**config.mk**
```make
export PLATFORM = sky130hd
export DESIGN_NAME = vnarrow_pack
export DESIGN_NICKNAME = d
export VERILOG_FILES = /design/src/rtl/vnarrow_pack.sv
export SDC_FILE = /design/constraint.sdc
export NUM_CORES = 1
export LEC_CHECK = 0
export BUFFER_PORTS_ARGS = -buffer_cell sky130_fd_sc_hd__buf_2
export CAP_MARGIN = 20
export CORE_UTILIZATION = 56
export CTS_CLUSTER_SIZE = 20
export DETAILED_ROUTE_END_ITERATION = 10
export PLACE_DENSITY_LB_ADDON = 0.05
export SLEW_MARGIN = 5
export SYNTH_ARGS = -nofsm -noshare
export SYNTH_HDL_FRONTEND = slang
export SYNTH_SLANG_ARGS = --single-unit
```
**constraint.sdc**
```tcl
create_clock -name clk -period 2.12 [get_ports clk]
set_input_delay 0.424 -clock clk [delete_from_list [all_inputs] [get_ports clk]]
set_output_delay 0.424 -clock clk [all_outputs]
set_load 0.01 [all_outputs]
```
**src/rtl/vnarrow_pack.sv**
```systemverilog
// vnarrow_pack: narrows 2*SEW beats to SEW and packs turn 0/1 halves into one 64-bit word.
// Define VNARROW_SAT_EN to clamp elements to the destination range and expose out_vxsat.
module vnarrow_pack #(
  parameter int DATA_WIDTH    = 64,
  parameter int SEW_WIDTH     = 2,
  parameter int BYTE_EN_WIDTH = 8
) (
  input  logic                     clk,
  input  logic                     rst_n,
  input  logic                     in_valid,
  input  logic [DATA_WIDTH-1:0]    in_vec,
  input  logic [BYTE_EN_WIDTH-1:0] in_be,
  input  logic [SEW_WIDTH-1:0]     in_sew,
  input  logic                     in_turn,
  input  logic                     in_signed,
  input  logic                     in_last,
  output logic                     out_valid,
  output logic [DATA_WIDTH-1:0]    out_vec,
  output logic [BYTE_EN_WIDTH-1:0] out_be,
  output logic [SEW_WIDTH-1:0]     out_sew
`ifdef VNARROW_SAT_EN
  ,
  output logic                     out_vxsat
`endif
);
  localparam int HW = DATA_WIDTH / 2;
  localparam int HB = BYTE_EN_WIDTH / 2;
  typedef enum logic {EMPTY, HALF} state_t;
`ifdef VNARROW_SAT_EN
  // Returns {clamped, value}; e is a zero-extended 2n-bit element.
  function automatic logic [32:0] nar(input logic [63:0] e, input int n, input logic s);
    logic [63:0] top;
    logic [31:0] mask;
    mask = 32'((64'd1 << n) - 64'd1);
    top = e >> (n - 1);
    if (s && top != 64'd0 && top != (64'd1 << (n + 1)) - 64'd1)
      return {1'b1, (|(top >> n)) ? 32'(64'd1 << (n - 1)) : 32'((64'd1 << (n - 1)) - 64'd1)};
    if (!s && (e >> n) != 64'd0)
      return {1'b1, mask};
    return {1'b0, 32'(e) & mask};
  endfunction
`else
  function automatic logic [32:0] nar(input logic [63:0] e, input int n, input logic s);
    logic unused_s;
    unused_s = s;
    return {1'b0, 32'(e & ((64'd1 << n) - 64'd1))};
  endfunction
`endif
  state_t state_q, state_d;
  logic [HW-1:0] lo_vec_q, lo_vec_d, half, h8, h16, h32, raw;
  logic [HB-1:0] lo_be_q, lo_be_d, nbe, s8;
  logic [SEW_WIDTH-1:0] lo_sew_q, lo_sew_d, skid_sew_q, skid_sew_d, out_sew_q, out_sew_d, e_sew;
  logic lo_sat_q, lo_sat_d, skid_sat_q, skid_sat_d, skid_v_q, skid_v_d;
  logic [DATA_WIDTH-1:0] skid_vec_q, skid_vec_d, out_vec_q, out_vec_d, e_vec, n_vec;
  logic [BYTE_EN_WIDTH-1:0] skid_be_q, skid_be_d, out_be_q, out_be_d, e_be, n_be;
  logic out_valid_q, out_valid_d, out_vxsat_q, out_vxsat_d;
  logic [1:0] s16;
  logic [32:0] r;
  logic s32, hsat, beat_ok, new_emit, e_v, e_sat;
  always_comb begin
    r = '0;
    h8 = '0;
    h16 = '0;
    s8 = '0;
    s16 = '0;
    for (int j = 0; j < HB; j++) nbe[j] = in_be[2*j] & in_be[2*j+1];
    for (int k = 0; k < 4; k++) begin
      r = nar(64'(in_vec[16*k +: 16]), 8, in_signed);
      h8[8*k +: 8] = r[7:0];
      s8[k] = r[32] & nbe[k];
    end
    for (int k = 0; k < 2; k++) begin
      r = nar(64'(in_vec[32*k +: 32]), 16, in_signed);
      h16[16*k +: 16] = r[15:0];
      s16[k] = r[32] & |nbe[2*k +: 2];
    end
    r = nar(in_vec, 32, in_signed);
    h32 = r[31:0];
    s32 = r[32] & |nbe;
    raw = in_sew == 2'd0 ? h8 : in_sew == 2'd1 ? h16 : h32;
    hsat = in_sew == 2'd0 ? |s8 : in_sew == 2'd1 ? |s16 : s32;
    for (int j = 0; j < HB; j++) half[8*j +: 8] = raw[8*j +: 8] & {8{nbe[j]}};
  end
  always_comb begin
    beat_ok = in_valid && in_sew != 2'd3;
    new_emit = in_turn || in_last;
    n_vec = in_turn ? {half, {HW{1'b0}}} : {{HW{1'b0}}, half};
    n_be = in_turn ? {nbe, {HB{1'b0}}} : {{HB{1'b0}}, nbe};
    state_d = state_q;
    lo_vec_d = lo_vec_q;
    lo_be_d = lo_be_q;
    lo_sew_d = lo_sew_q;
    lo_sat_d = lo_sat_q;
    skid_v_d = 1'b0;
    skid_vec_d = skid_vec_q;
    skid_be_d = skid_be_q;
    skid_sew_d = skid_sew_q;
    skid_sat_d = skid_sat_q;
    e_v = skid_v_q;
    e_vec = skid_vec_q;
    e_be = skid_be_q;
    e_sew = skid_sew_q;
    e_sat = skid_sat_q;
    // A pending skid entry owns this cycle; a concurrent beat is a protocol violation.
    if (!skid_v_q && beat_ok) begin
      if (state_q == HALF && in_turn && in_sew == lo_sew_q) begin
        e_v = 1'b1;
        e_vec = {half, lo_vec_q};
        e_be = {nbe, lo_be_q};
        e_sew = in_sew;
        e_sat = hsat | lo_sat_q;
        state_d = EMPTY;
      end else begin
        e_v = state_q == HALF || new_emit;
        e_vec = state_q == HALF ? {{HW{1'b0}}, lo_vec_q} : n_vec;
        e_be = state_q == HALF ? {{HB{1'b0}}, lo_be_q} : n_be;
        e_sew = state_q == HALF ? lo_sew_q : in_sew;
        e_sat = state_q == HALF ? lo_sat_q : hsat;
        skid_v_d = state_q == HALF && new_emit;
        skid_vec_d = n_vec;
        skid_be_d = n_be;
        skid_sew_d = in_sew;
        skid_sat_d = hsat;
        lo_vec_d = new_emit ? lo_vec_q : half;
        lo_be_d = new_emit ? lo_be_q : nbe;
        lo_sew_d = new_emit ? lo_sew_q : in_sew;
        lo_sat_d = new_emit ? lo_sat_q : hsat;
        state_d = new_emit ? EMPTY : HALF;
      end
    end
    out_valid_d = e_v;
    out_vec_d = e_v ? e_vec : out_vec_q;
    out_be_d = e_v ? e_be : out_be_q;
    out_sew_d = e_v ? e_sew : out_sew_q;
    out_vxsat_d = e_v & e_sat;
  end
  always_ff @(posedge clk or negedge rst_n) begin
    if (!rst_n) begin
      state_q <= EMPTY;
      lo_vec_q <= '0;
      lo_be_q <= '0;
      lo_sew_q <= '0;
      lo_sat_q <= 1'b0;
      skid_v_q <= 1'b0;
      skid_vec_q <= '0;
      skid_be_q <= '0;
      skid_sew_q <= '0;
      skid_sat_q <= 1'b0;
      out_valid_q <= 1'b0;
      out_vec_q <= '0;
      out_be_q <= '0;
      out_sew_q <= '0;
      out_vxsat_q <= 1'b0;
    end else begin
      state_q <= state_d;
      lo_vec_q <= lo_vec_d;
      lo_be_q <= lo_be_d;
      lo_sew_q <= lo_sew_d;
      lo_sat_q <= lo_sat_d;
      skid_v_q <= skid_v_d;
      skid_vec_q <= skid_vec_d;
      skid_be_q <= skid_be_d;
      skid_sew_q <= skid_sew_d;
      skid_sat_q <= skid_sat_d;
      out_valid_q <= out_valid_d;
      out_vec_q <= out_vec_d;
      out_be_q <= out_be_d;
      out_sew_q <= out_sew_d;
      out_vxsat_q <= out_vxsat_d;
    end
  end
  assign out_valid = out_valid_q;
  assign out_vec = out_vec_q;
  assign out_be = out_be_q;
  assign out_sew = out_sew_q;
`ifdef VNARROW_SAT_EN
  assign out_vxsat = out_vxsat_q;
`else
  logic unused_vxsat;
  assign unused_vxsat = out_vxsat_q;
`endif
endmodule

```
-- Yosys cells after proc, flatten, opt, wreduce, memory -nomap -nowiden
Cells that the tools add are included.
- reductions and logical operators: 11
- equal/unequal tests: 3
- div/mod/pow operators: 0
- add/subtract/negate cells: 0
- multipliers: 0
- order comparisons: 0
- bitwise logic cells: 10
- shift operators: 0
- muxes and demuxes: 19
- operator list (cell ; count):
    $mux 64 ; 4
    $mux 32 ; 2
    $and 8x8->8 ; 4
    $mux 8 ; 4
    $mux 1 ; 6
    $mux 2 ; 3
    $logic_and 1x1->1 ; 5
    $and 1x1->1 ; 4
    $reduce_and 3->1 ; 1
    $eq 2x1->1 const B ; 1
    $eq 2x2->1 ; 1
    $logic_not 2->1 ; 1
    $logic_or 1x1->1 ; 2
    $ne 2x2->1 const B ; 1
    $not 1->1 ; 2
    $reduce_and 2->1 ; 1
    $logic_not 1->1 ; 1
- memories: 0
- input port bits: 80
- latch bits: 0
- word-level logic and storage cells: 55
- register bits: 189
- ROM bits: 0
- output and inout port bits: 75
- RAM bits: 0

-- Longest topological paths before layout
Gate-level depths: netlist (run 1).
- depth after elaboration: 8
- depth in mapped cells: 7
- depth with buffers taken out: 4

-- Worst setup path after synthesis (run 1)
No wires, ideal clock.
- kind: input-to-reg
- start point: input port in_sew[1]
- end point: register out_vec_q[10], in the netlist out_vec[10]
- setup time: 0.126 ns
- stages: 5
- data arrival time: 1.668 ns
- required time: 1.994 ns
- path slack: 0.326 ns
- path buffers: 1
- cells stage by stage: buf_4 -> nor2_2 -> mux2i_1 -> o22ai_1 -> a221o_1
- cells in the longest elaborated chain, start to end: 7
- elaborated cells on any way between the ends: 14
- classes of those cells: eq/ne: 2; mux: 7; bitwise: 1; reduce/logical: 4
- RTL lines (element ; line ; RTL):
    start, declared ; 13 ; input logic [SEW_WIDTH-1:0] in_sew,
    $logic_not 2->1 ; -- ;
    $mux 32 ; 80 ; raw = in_sew == 2'd0 ? h8 : in_sew == 2'd1 ? h16 : h32;
    $and 8x8->8 ; 82 ; for (int j = 0; j < HB; j++) half[8*j +: 8] = raw[8*j +: 8] & {8{nbe[j]}};
    $mux 64 ; 87 ; n_vec = in_turn ? {half, {HW{1'b0}}} : {{HW{1'b0}}, half};
    $mux 64 ; 115 ; e_vec = state_q == HALF ? {{HW{1'b0}}, lo_vec_q} : n_vec;
    $mux 64 ; 106 ; if (state_q == HALF && in_turn && in_sew == lo_sew_q) begin
    $mux 64 ; 105 ; if (!skid_v_q && beat_ok) begin
    end signal, assigned ; 166 ; out_vec_q <= out_vec_d;
    end, declared ; 54 ; logic [DATA_WIDTH-1:0] skid_vec_q, skid_vec_d, out_vec_q, out_vec_d, e_vec, n_vec;
Parallel ways exist; a longest one is shown, timed or not.
A chain may end at the register's enable or synchronous reset.

-- Worst setup path after layout (run 1)
- start point: register state_q
- end point: register out_vec_q[26], in the netlist out_vec[26]
- cells in the longest elaborated chain, start to end: 4
- elaborated cells on any way between the ends: 8
- classes of those cells: mux: 5; reduce/logical: 3
- RTL lines (element ; line ; RTL):
    start, declared ; 49 ; state_t state_q, state_d;
    start signal, assigned ; 155 ; state_q <= state_d;
    $logic_and 1x1->1 (2 in a row) ; 106 ;
    $mux 64 or $mux 1 (tied branches) ; 106 ;
    $mux 64 or $mux 1 (tied branches) ; 105 ;
Parallel ways exist; a longest one is shown, timed or not.

==> results of run 1 <==
registers in the layout, summed over array words and instances, names as in the netlist:
register	cells
skid_be_q	8
lo_be_q	4
state_q	1
out_be	8
skid_sew_q	2
out_vec	64
skid_v_q	1
out_valid	1
skid_vec_q	64
lo_sew_q	2
out_sew	2
lo_vec_q	32
cell families (layout without fill, tap and decap cells):
group / count (synthesis) / after routing / synth area share, %
AND/OR/NAND/NOR: 168 / 168 / 9.54
buffers and inverters: 90 / 253 / 5.45
multiplexers: 77 / 77 / 10.6
AO/OA/AOI/OAI: 237 / 237 / 19.3
flip-flops: 189 / 189 / 54.8
XOR/XNOR: 2 / 2 / 0.203
layout by cell type (no fill, tap or decap), types with 9 or more instances in the layout:
cell type    n
o31ai_1     21
clkbuf_16   17
a22oi_1     58
buf_4       40
mux2_4      25
inv_1       28
o21ai_0     62
o22ai_1     16
nor2_1      21
mux2_2      17
a21o_1      11
buf_2      144
nand3_1     19
nor2b_1      9
a21oi_1     20
dfrtp_1    187
and2_1      10
nor3_1      20
mux2i_1     35
nand2_1     59
metal layers:
layer	share of wire (%)	vias to the layer above	GRT usage, %	routed length (µm)
li1	-	3092	-	-
met1	43	3394	38.4	9500
met2	49	252	47.6	10800
met3	5.7	31	6.07	1250
met4	1.9	0	9.07	414
met5	0	-	0	0
final timing paths:
check / start / to / slack, ns / cells past startpoint
worst max-delay path: state_q / out_vec[26] / 0.20 / 5
worst min-delay path: rst_n / out_vec[38] / -0.02 / 1
worst max register to register: state_q / out_vec[26] / 0.20 / 5
worst min register to register: out_sew[1] / out_sew[1] / 0.48 / 2
max in group asynchronous: rst_n / out_sew[0] / 1.43 / 2
min in group clk: in_vec[5] / lo_vec_q[5] / 0.27 / 3
power by group through the flow:
stage,Clock (mW),Sequential [mW],Combinational [mW]
floorplan,0,4.22,0.779
detailed placement,0,4.20,1.42
global placement,0,4.18,1.38
global route,3.54,4.18,1.55
CTS,3.41,4.14,1.43
finish,3.36,4.14,1.42
cell type report:
type / count / area, µm² / area share (%)
Clock buffer: 22 / 464 / 4.49
Clock inverter: 10 / 163 / 1.57
Multi-Input combinational cell: 484 / 3430 / 33.3
Tap cell: 188 / 235 / 2.28
Timing Repair Buffer: 193 / 1190 / 11.6
Inverter: 28 / 105 / 1.02
Sequential cell: 189 / 4730 / 45.8
==> impl_metrics.csv, run 1 <==
group,metric,value,unit
worst_hold_path,min_path_type,"input port to async pin",
synth,syn_avg_cell_area,11.3,µm²
worst_setup_path,cp_top_family,"simple AND/OR/NAND/NOR gates",
power,p_leak,5.03,nW
clock_tree,cts_resized,0,
synth,synth_edf_count,0,
clock_tree,clk_pin_slew,0.07,ns
worst_setup_path,crit_chain,"buf_4, or2_2, nor2_4, nand3_1, a222oi_1",
drt,drc_errors,0,
status,outcome,"complete, but fails checks",
drt,wl_per_cell,19.7,µm
clock_tree,cts-root-buf,"clkbuf_16",
worst_setup_path,crit_type,"flip-flop to flip-flop",
status,violations,"negative hold slack",
synth,synth_area_leaders,"dfrtp_1, a22oi_1, mux2_4",
clock_tree,clock_sinks,189,
final_layout,fin_area,10300,µm²
floorplanning,start_util,57.0,%
sta,tns,0,ns
power,p_int,6.57,mW
synth,synth.most_common_cell,"dfrtp_1",
worst_setup_path,end_kind,"flip-flop",
worst_setup_path,slowest_delay,0.51,ns
global_route,grt_pass1_vias,6895,
drt,drt_iter0_markers,523,
worst_setup_path,start_kind,"flip-flop",
floorplanning,dieArea,15900,µm²
power,p_total,8.92,mW
synth,ys_warn_count,0,
power,seq_power_share,46.4,%
synth,synth_seq_cells,189,
synth,synth_flop_cell,"dfrtp_1",
drt,ant_nets,0,
global_route,grt_pass1_wl,35700,µm
worst_setup_path,slowest_stage,"dfrtp_2",
clock_tree,cts_buffers,17,
final_layout,area.growth.synth_to_final,19.7,%
clock_tree,clock_latency,0.42,ns
power,swShare,26.3,%
power,power.switching,2.35,mW
sta,period_needed,1.92,ns
clock_tree,hold_buffers,0,
sta,setup_violations,0,
sta,worstMarginPinSlew,0.767,ns
final_layout,fillers,1151,
global_route,grt_max_degree,69,
synth,synth.distinct_cells,52,
placed_design,dp_slack,0.174,ns
sta,maxSlewHeadroom,48.9,%
placed_design,dp_cells,1082,
drt,first_pass_iters,7,
sta,min_period_over_period,90.6,%
sta,whs,-0.0189,ns
power,ir_drop,0.000621,V
clock_tree,cts_max_level,4,
sta,rsz0062_at_grt,"false",
worst_setup_path,cp_data_required_time,2.41,ns
floorplanning,die_h,126,µm
synth,syn-num-nets,843,
global_route,grt_overflow,0,
global_route,antenna_found_initial,0,
synth,synth_top_area_share,54.8,%
placed_design,placed_area,9700,µm²
clock_tree,post_cts_buffers,0,
floorplanning,core,15100,µm²
power,combinationalPowerShare,15.9,%
synth,synth-seq-area-share,54.8,%
worst_setup_path,path_buf_inv,1,
synth,synthesis.area,8630,µm²
placed_design,gp_congestion,0.818,
power,pwr-share-clk,37.7,%
placed_design,dpl.hpwl,14400,µm
synth,synth-async-reset-ratio,100,%
placed_design,portBuffers,145,
sta,finalHoldViolations,7,
worst_setup_path,path_max_fanout,14,
synth,synthTopCellsByCount,"dfrtp_1, o21ai_0, nand2_1",
final_layout,drive_gt1_share,30.3,%
global_route,grtUsageTotal,28.9,%
drt,vias_per_cell,6.08,
final_layout,num_antenna_cells,0,
clock_tree,cts_tree,"done",
sta,clock.fmax,0.520,GHz
run,maxCapViolations,0,
sta,final.setup_skew,0.00665,ns
floorplanning,std_cell_rows,45,
sta,slew_violations,0,
synth,synthesis.instances,763,
sta,setup_ws,0.198,ns
synth,synth_top_cell_by_area,"dfrtp_1",
clock_tree,clk_path_buf_depth,2,
final_layout,final_nets,993,
drt,dr_total_vias,6769,
drt,wirelength,21900,µm
floorplanning,die_w,126,µm
power,p_per_area,863,nW/µm²
worst_setup_path,arrival,2.22,ns
final_layout,fin_util,68.2,%
final_layout,fin_cells,1114,
floorplanning,ios,155,
No activity file was read; power rests on OpenSTA's default activity.
==> inputs of run 2 (changes only) <==
--- a/config.mk
+++ b/config.mk
@@ -10,6 +10,7 @@
 export CORE_UTILIZATION = 56
 export CTS_CLUSTER_SIZE = 20
 export DETAILED_ROUTE_END_ITERATION = 10
+export HOLD_SLACK_MARGIN = 0.15
 export PLACE_DENSITY_LB_ADDON = 0.05
 export SLEW_MARGIN = 5
 export SYNTH_ARGS = -nofsm -noshare
==> constraint.sdc (replaced) <==
create_clock -name clk -period 2.05 [get_ports clk]
set_input_delay 0.41 -clock clk [delete_from_list [all_inputs] [get_ports clk]]
set_output_delay 0.41 -clock clk [all_outputs]
set_load 0.01 [all_outputs]
==> impl_metrics.csv, run 2 (same netlist as run 1, synthesis figures left out) <==
group,metric,value,unit
status,outcome,"finished, final reports clean",
worst_setup_path,slowest_stage,"dfrtp_2",
floorplanning,die_w,126,µm
power,swShare,27.6,%
power,p_per_area,873,nW/µm²
sta,setup_ws,0.183,ns
worst_setup_path,slowest_delay,0.51,ns
worst_setup_path,cp_top_family,"simple AND/OR/NAND/NOR gates",
sta,setup_violations,0,
sta,clock.fmax,0.536,GHz
worst_setup_path,path_max_fanout,17,
drt,wl_per_cell,19.5,µm
worst_setup_path,cp_data_required_time,2.36,ns
clock_tree,clk_pin_slew,0.07,ns
clock_tree,clock_sinks,189,
drt,first_pass_iters,5,
drt,ant_nets,0,
power,seq_power_share,47.4,%
clock_tree,cts_tree,"done",
drt,drc_errors,0,
worst_setup_path,cp-startpoint,"state_q",
worst_setup_path,path_buf_inv,0,
clock_tree,cts_buffers,17,
sta,worstMarginPinSlew,0.748,ns
worst_setup_path,crit_chain,"or3_1, nand3_2, a21oi_1, a222oi_1",
clock_tree,cts-root-buf,"clkbuf_16",
floorplanning,dieArea,15900,µm²
sta,maxSlewHeadroom,50.2,%
clock_tree,cts_resized,0,
drt,drt_iter0_markers,553,
global_route,grtUsageMet2,46.0,%
sta,period_needed,1.87,ns
floorplanning,die_h,126,µm
placed_design,dp_slack,0.0983,ns
global_route,use_met1,39.7,%
final_layout,layout_commonest_cell,"dfrtp_1",
global_route,use_met3,5.73,%
final_layout,num_antenna_cells,0,
clock_tree,clock_latency,0.43,ns
drt,dr_total_vias,6751,
placed_design,portBuffers,145,
global_route,grt_max_degree,62,
placed_design,dpl.hpwl,14400,µm
clock_tree,clk_path_buf_depth,2,
power,combinationalPowerShare,16.4,%
sta,tns,0,ns
final_layout,area.growth.synth_to_final,19.9,%
sta,rsz0062_at_grt,"false",
worst_setup_path,crit_end,"out_vec[28]",
worst_setup_path,arrival,2.18,ns
run,maxCapViolations,0,
worst_setup_path,crit_type,"flip-flop to flip-flop",
global_route,grt_pass1_wl,35400,µm
worst_setup_path,r2r_slack,0.18,ns
global_route,grt_overflow,0,
worst_setup_path,rr_startpoint,"state_q",
final_layout,final_nets,996,
power,pwr-share-clk,36.2,%
worst_setup_path,crit_cells,4,
sta,finalHoldViolations,0,
global_route,grtUsageTotal,28.7,%
worst_hold_path,min_path_type,"input port to flip-flop",
sta,slew_violations,0,
final_layout,fillers,1123,
global_route,grt_pass1_vias,6737,
floorplanning,std_cell_rows,45,
drt,wirelength,21800,µm
global_route,antenna_found_initial,0,
floorplanning,ios,155,
power,power.switching,2.49,mW
power,p_int,6.54,mW
worst_setup_path,end_kind,"flip-flop",
sta,final.setup_skew,0.00879,ns
final_layout,drive_gt1_share,30.7,%
final_layout,mostFrequentLayoutCells,"dfrtp_1, buf_2, o21ai_0",
power,p_leak,5.06,nW
floorplanning,start_util,57.0,%
worst_setup_path,rr_worst_depth,4,
placed_design,gp_congestion,0.803,
global_route,grt-busiest-layer,"met2",
clock_tree,post_cts_buffers,0,
floorplanning,core,15100,µm²
clock_tree,cts_max_level,4,
clock_tree,hold_buffers,1,
power,ir_drop,0.000661,V
drt,vias_per_cell,6.04,
worst_setup_path,start_kind,"flip-flop",
sta,min_period_over_period,91.1,%
worst_setup_path,reg2reg_to,"out_vec[28]",
run 2: cell types whose count changed in the layout (fill, tap and decap cells not counted), moves of 2 or more:
| cell | before | now |
|---|---|---|
| clkinvlp_4 | 5 | 1 |
| buf_12 | 8 | 11 |
| clkinv_2 | 1 | 4 |
| clkinv_4 | 0 | 3 |
| inv_6 | 0 | 3 |
| bufinv_16 | 4 | 2 |
| clkbuf_1 | 3 | 1 |
run 2: stage by stage:
stage                     util (%)  power, mW  cell area (µm²)  hold slack, ns  instances
after floorplan                  -       5.17             8630           0.114        763
after global placement        64.4       5.77             9750           0.389       1084
after detailed placement      64.4       5.83             9750           0.394       1084
after CTS                     68.3       9.10            10300           0.227       1117
after global routing          68.3       9.41            10300           0.246       1117
final                         68.3       9.03            10300           0.240       1117
run 2: power groups by stage:
stage	Combinational (mW)	Sequential (mW)	Clock, mW
finish	1.48	4.28	3.27
global route	1.62	4.32	3.47
CTS	1.49	4.28	3.33
detailed placement	1.48	4.34	0
global placement	1.45	4.32	0
floorplan	0.806	4.36	0
run 2: final cells by class:
cell class | count | area, µm² | share of cell area (%)
inverter | 28 | 105 | 1.02
sequential | 189 | 4730 | 45.7
clock buffer | 19 | 443 | 4.28
tap | 188 | 235 | 2.27
clock inverter | 13 | 140 | 1.35
multi-input combinational | 484 | 3430 | 33.2
timing repair buffer | 196 | 1260 | 12.2
run 2: tightest hold or removal path, cell delays in order:
cell and delay (ns):
buf_2 0.11, nand2_1 0.05, o21ai_0 0.06
run 2: worst min path at each step:
stage / from / cells past startpoint / slack (ns) / endpoint
after floorplan: rst_n / 0 / 0.11 / lo_be_q[0]
after global placement: rst_n / 1 / 0.39 / skid_vec_q[6]
after detailed placement: rst_n / 1 / 0.39 / out_vec[38]
after CTS: in_vec[7] / 3 / 0.23 / lo_vec_q[7]
after global routing: in_vec[5] / 3 / 0.25 / lo_vec_q[5]
final: in_vec[7] / 3 / 0.24 / lo_vec_q[7]
run 2: metal layers:
layer  vias to the layer above  wire [µm]
met2                       232      10800
met5                         -          0
met4                         0        346
li1                       3105          -
met3                        26       1170
met1                      3388       9460
==> inputs of run 3 (changes only) <==
--- a/config.mk
+++ b/config.mk
@@ -5,9 +5,10 @@
 export SDC_FILE = /design/constraint.sdc
 export NUM_CORES = 1
 export LEC_CHECK = 0
+export ABC_AREA = 1
 export BUFFER_PORTS_ARGS = -buffer_cell sky130_fd_sc_hd__buf_2
-export CAP_MARGIN = 20
-export CORE_UTILIZATION = 56
+export CAP_MARGIN = 10
+export CORE_UTILIZATION = 57
 export CTS_CLUSTER_SIZE = 20
 export DETAILED_ROUTE_END_ITERATION = 10
 export HOLD_SLACK_MARGIN = 0.15
==> impl_metrics.csv, run 3 <==
group,metric,value,unit
worst_setup_path,slowest_stage,"dfrtp_1",
floorplanning,std_cell_rows,45,
synth,synth-seq-area-share,51.6,%
worst_setup_path,r2r_slack,0.38,ns
synth,synth.distinct_cells,33,
final_layout,fin_util,69.3,%
floorplanning,core,15400,µm²
clock_tree,clock_sinks,189,
synth,synth-simple-area-share,27.0,%
worst_setup_path,crit_path_frequent_cell,"nand2_2",
synth,synthAdderAreaFrac,0,%
clock_tree,clk_pin_slew,0.06,ns
final_layout,mostFrequentLayoutCells,"nand2_1, dfrtp_1, buf_2",
power,p_leak,5.61,nW
worst_setup_path,slowest_delay,0.48,ns
drt,wirelength,23300,µm
clock_tree,cts-root-buf,"clkbuf_16",
sta,clock.fmax,0.597,GHz
sta,min_period_over_period,81.7,%
drt,wl_per_cell,15.5,µm
synth,syn-num-nets,1235,
synth,synth_top_area_share,51.6,%
sta,whs,0.210,ns
power,p_per_area,874,nW/µm²
sta,rsz0062_at_grt,"false",
sta,slew_violations,0,
synth,synth.most_common_cell,"nand2_1",
synth,synthesis.area,9170,µm²
synth,syn_avg_cell_area,7.94,µm²
final_layout,fillers,1324,
final_layout,drive_gt1_share,17.0,%
sta,tns,0,ns
sta,worstMarginPinSlew,0.538,ns
floorplanning,start_util,59.4,%
sta,setup_violations,0,
worst_setup_path,start_kind,"flip-flop",
clock_tree,cts_max_level,4,
clock_tree,cts_buffers,17,
synth,synth_compound_area_share,11.3,%
sta,final.setup_skew,0.00830,ns
floorplanning,die_w,129,µm
synth,synth_edf_count,0,
drt,vias_per_cell,5.40,
synth,synth_top_family_by_area,"simple AND/OR/NAND/NOR gates",
global_route,grt_pass1_wl,38200,µm
drt,highest_layer,"met5",
worst_setup_path,crit_type,"flip-flop to flip-flop",
final_layout,final_nets,1359,
clock_tree,cts_tree,"done",
worst_hold_path,min_path_type,"input port to flip-flop",
global_route,grt_overflow,0,
final_layout,regArea,4730,µm²
worst_setup_path,path_max_fanout,38,
final_layout,multi_input_area,3760,µm²
worst_hold_path,min-delay-start,"in_vec[3]",
drt,first_pass_iters,5,
synth,synth_xor_xnor_area_share,0.191,%
clock_tree,post_cts_buffers,0,
placed_design,gp_congestion,0.794,
drt,wl_met3,1530,µm
worst_setup_path,rr_startpoint,"state_q",
synth,synth_top_cell_by_area,"dfrtp_1",
global_route,grt_max_degree,86,
clock_tree,clock_latency,0.43,ns
drt,drc_errors,0,
placed_design,dpl.hpwl,15000,µm
synth,synth_flop_cell,"dfrtp_1",
sta,period_needed,1.67,ns
synth,synthesis.instances,1155,
final_layout,area.growth.synth_to_final,16.7,%
power,ir_drop,0.000745,V
synth,muxShareOfSynthArea,2.51,%
synth,synth_area_leaders,"dfrtp_1, nand2_1, nor2_1",
worst_setup_path,cp_data_required_time,2.41,ns
drt,wl_met2,10800,µm
status,outcome,"finished, final reports clean",
sta,finalHoldViolations,0,
floorplanning,dieArea,16600,µm²
global_route,antenna_found_initial,2,
floorplanning,ios,155,
worst_setup_path,crit_chain,"inv_2, nand2_1, nand2_2, nand2_2, buf_4, o2111ai_1, nand3_1",
synth,synth_seq_cells,189,
sta,maxSlewHeadroom,64.1,%
floorplanning,die_h,129,µm
clock_tree,clk_path_buf_depth,2,
clock_tree,cts_resized,0,
synth,ys_warn_count,0,
drt,ant_nets,0,
drt,dr_total_vias,8102,
worst_setup_path,end_kind,"flip-flop",
global_route,grtUsageTotal,30.0,%
final_layout,layout_commonest_cell,"nand2_1",
run,maxCapViolations,0,
synth,synthTopCellsByCount,"nand2_1, dfrtp_1, nor2_1",
global_route,grt_pass1_vias,7555,
worst_setup_path,arrival,2.03,ns
drt,drt_iter0_markers,728,
placed_design,portBuffers,145,
drt,wl_met1,10600,µm
worst_setup_path,cp-startpoint,"state_q",
synth,synth-async-reset-ratio,100,%
==> run 3: changes by cell type after synthesis, sizes merged, moves of 13 or more <==
| cell | delta |
|---|---|
| a21oi | +15 |
| a22oi | -56 |
| inv | +46 |
| mux2 | -42 |
| nand2 | +364 |
| nand3 | +13 |
| nand4 | +31 |
| nor2 | +87 |
| nor3 | -19 |
| o21ai | +54 |
| o21bai | +23 |
| o22ai | -16 |
| o31ai | -24 |
==> run 3: final cells by class <==
| class | count | area share [%] |
|---|---|---|
| Sequential cell | 189 | 44.2 |
| Multi-Input combinational cell | 820 | 35.1 |
| Timing Repair Buffer | 176 | 10.2 |
| Clock buffer | 22 | 4.43 |
| Inverter | 75 | 2.65 |
| Tap cell | 211 | 2.47 |
| Clock inverter | 7 | 0.842 |
| Antenna cell | 1 | 0.0234 |
==> run 3: timing repair <==
action / in CTS / in global routing
setup endpoints to repair: 0 / 0
hold buffers: 1 / 0
hold endpoints to repair: 42 / 0
==> run 3: routing by layer <==
layer	global-route usage, %	vias up
li1	-	3958
met1	41.7	3800
met2	47.2	303
met3	5.65	39
met4	10.9	2
met5	0	-
==> run 3: cell families (layout without fill, tap and decap cells) <==
logic type                Yosys count  in the layout
AOI/OAI and AO/OA                 186            186
muxes                              23             23
xor gates and xnor gates            2              2
and+or+nand+nor                   609            609
buffers and inverters             146            280
other                               0              1
DFF                               189            189
==> run 3: report_power, final <==
group | switching (mW) | total [mW] | leakage [nW] | internal (mW)
logic | 1.09 | 1.72 | 2.81 | 0.630
clock network | 1.37 | 3.24 | 0.274 | 1.87
registers | 0.247 | 4.39 | 2.52 | 4.14
total | 2.71 | 9.35 | 5.61 | 6.64
==> run 3: critical path, delay by kind of cell, from the launching register on <==
kind	cells	cell delay [ns]
simple gates	4	0.35
compound gates	1	0.24
flops	1	0.48
buf+inv	2	0.53
==> run 3: worst paths after layout <==
check | endpoint | cells past startpoint
max | out_vec[2] | 7
min | out_vec[35] | 3
max reg2reg | out_vec[2] | 7
min reg2reg | out_be[3] | 2
max in group asynchronous | out_vec[11] | 3
min in group asynchronous | out_vec[0] | 2
==> run 3: through the flow <==
step	std cells	power [mW]	setup slack, ns	cell area (µm²)
3_3_place_gp	1470	6.11	0.261	10100
2_1_floorplan	1155	5.47	0.586	9170
6_report	1501	9.35	0.375	10700
5_1_grt	1501	9.80	0.245	10700
3_5_place_dp	1470	6.16	0.225	10100
4_1_cts	1500	9.39	0.386	10700
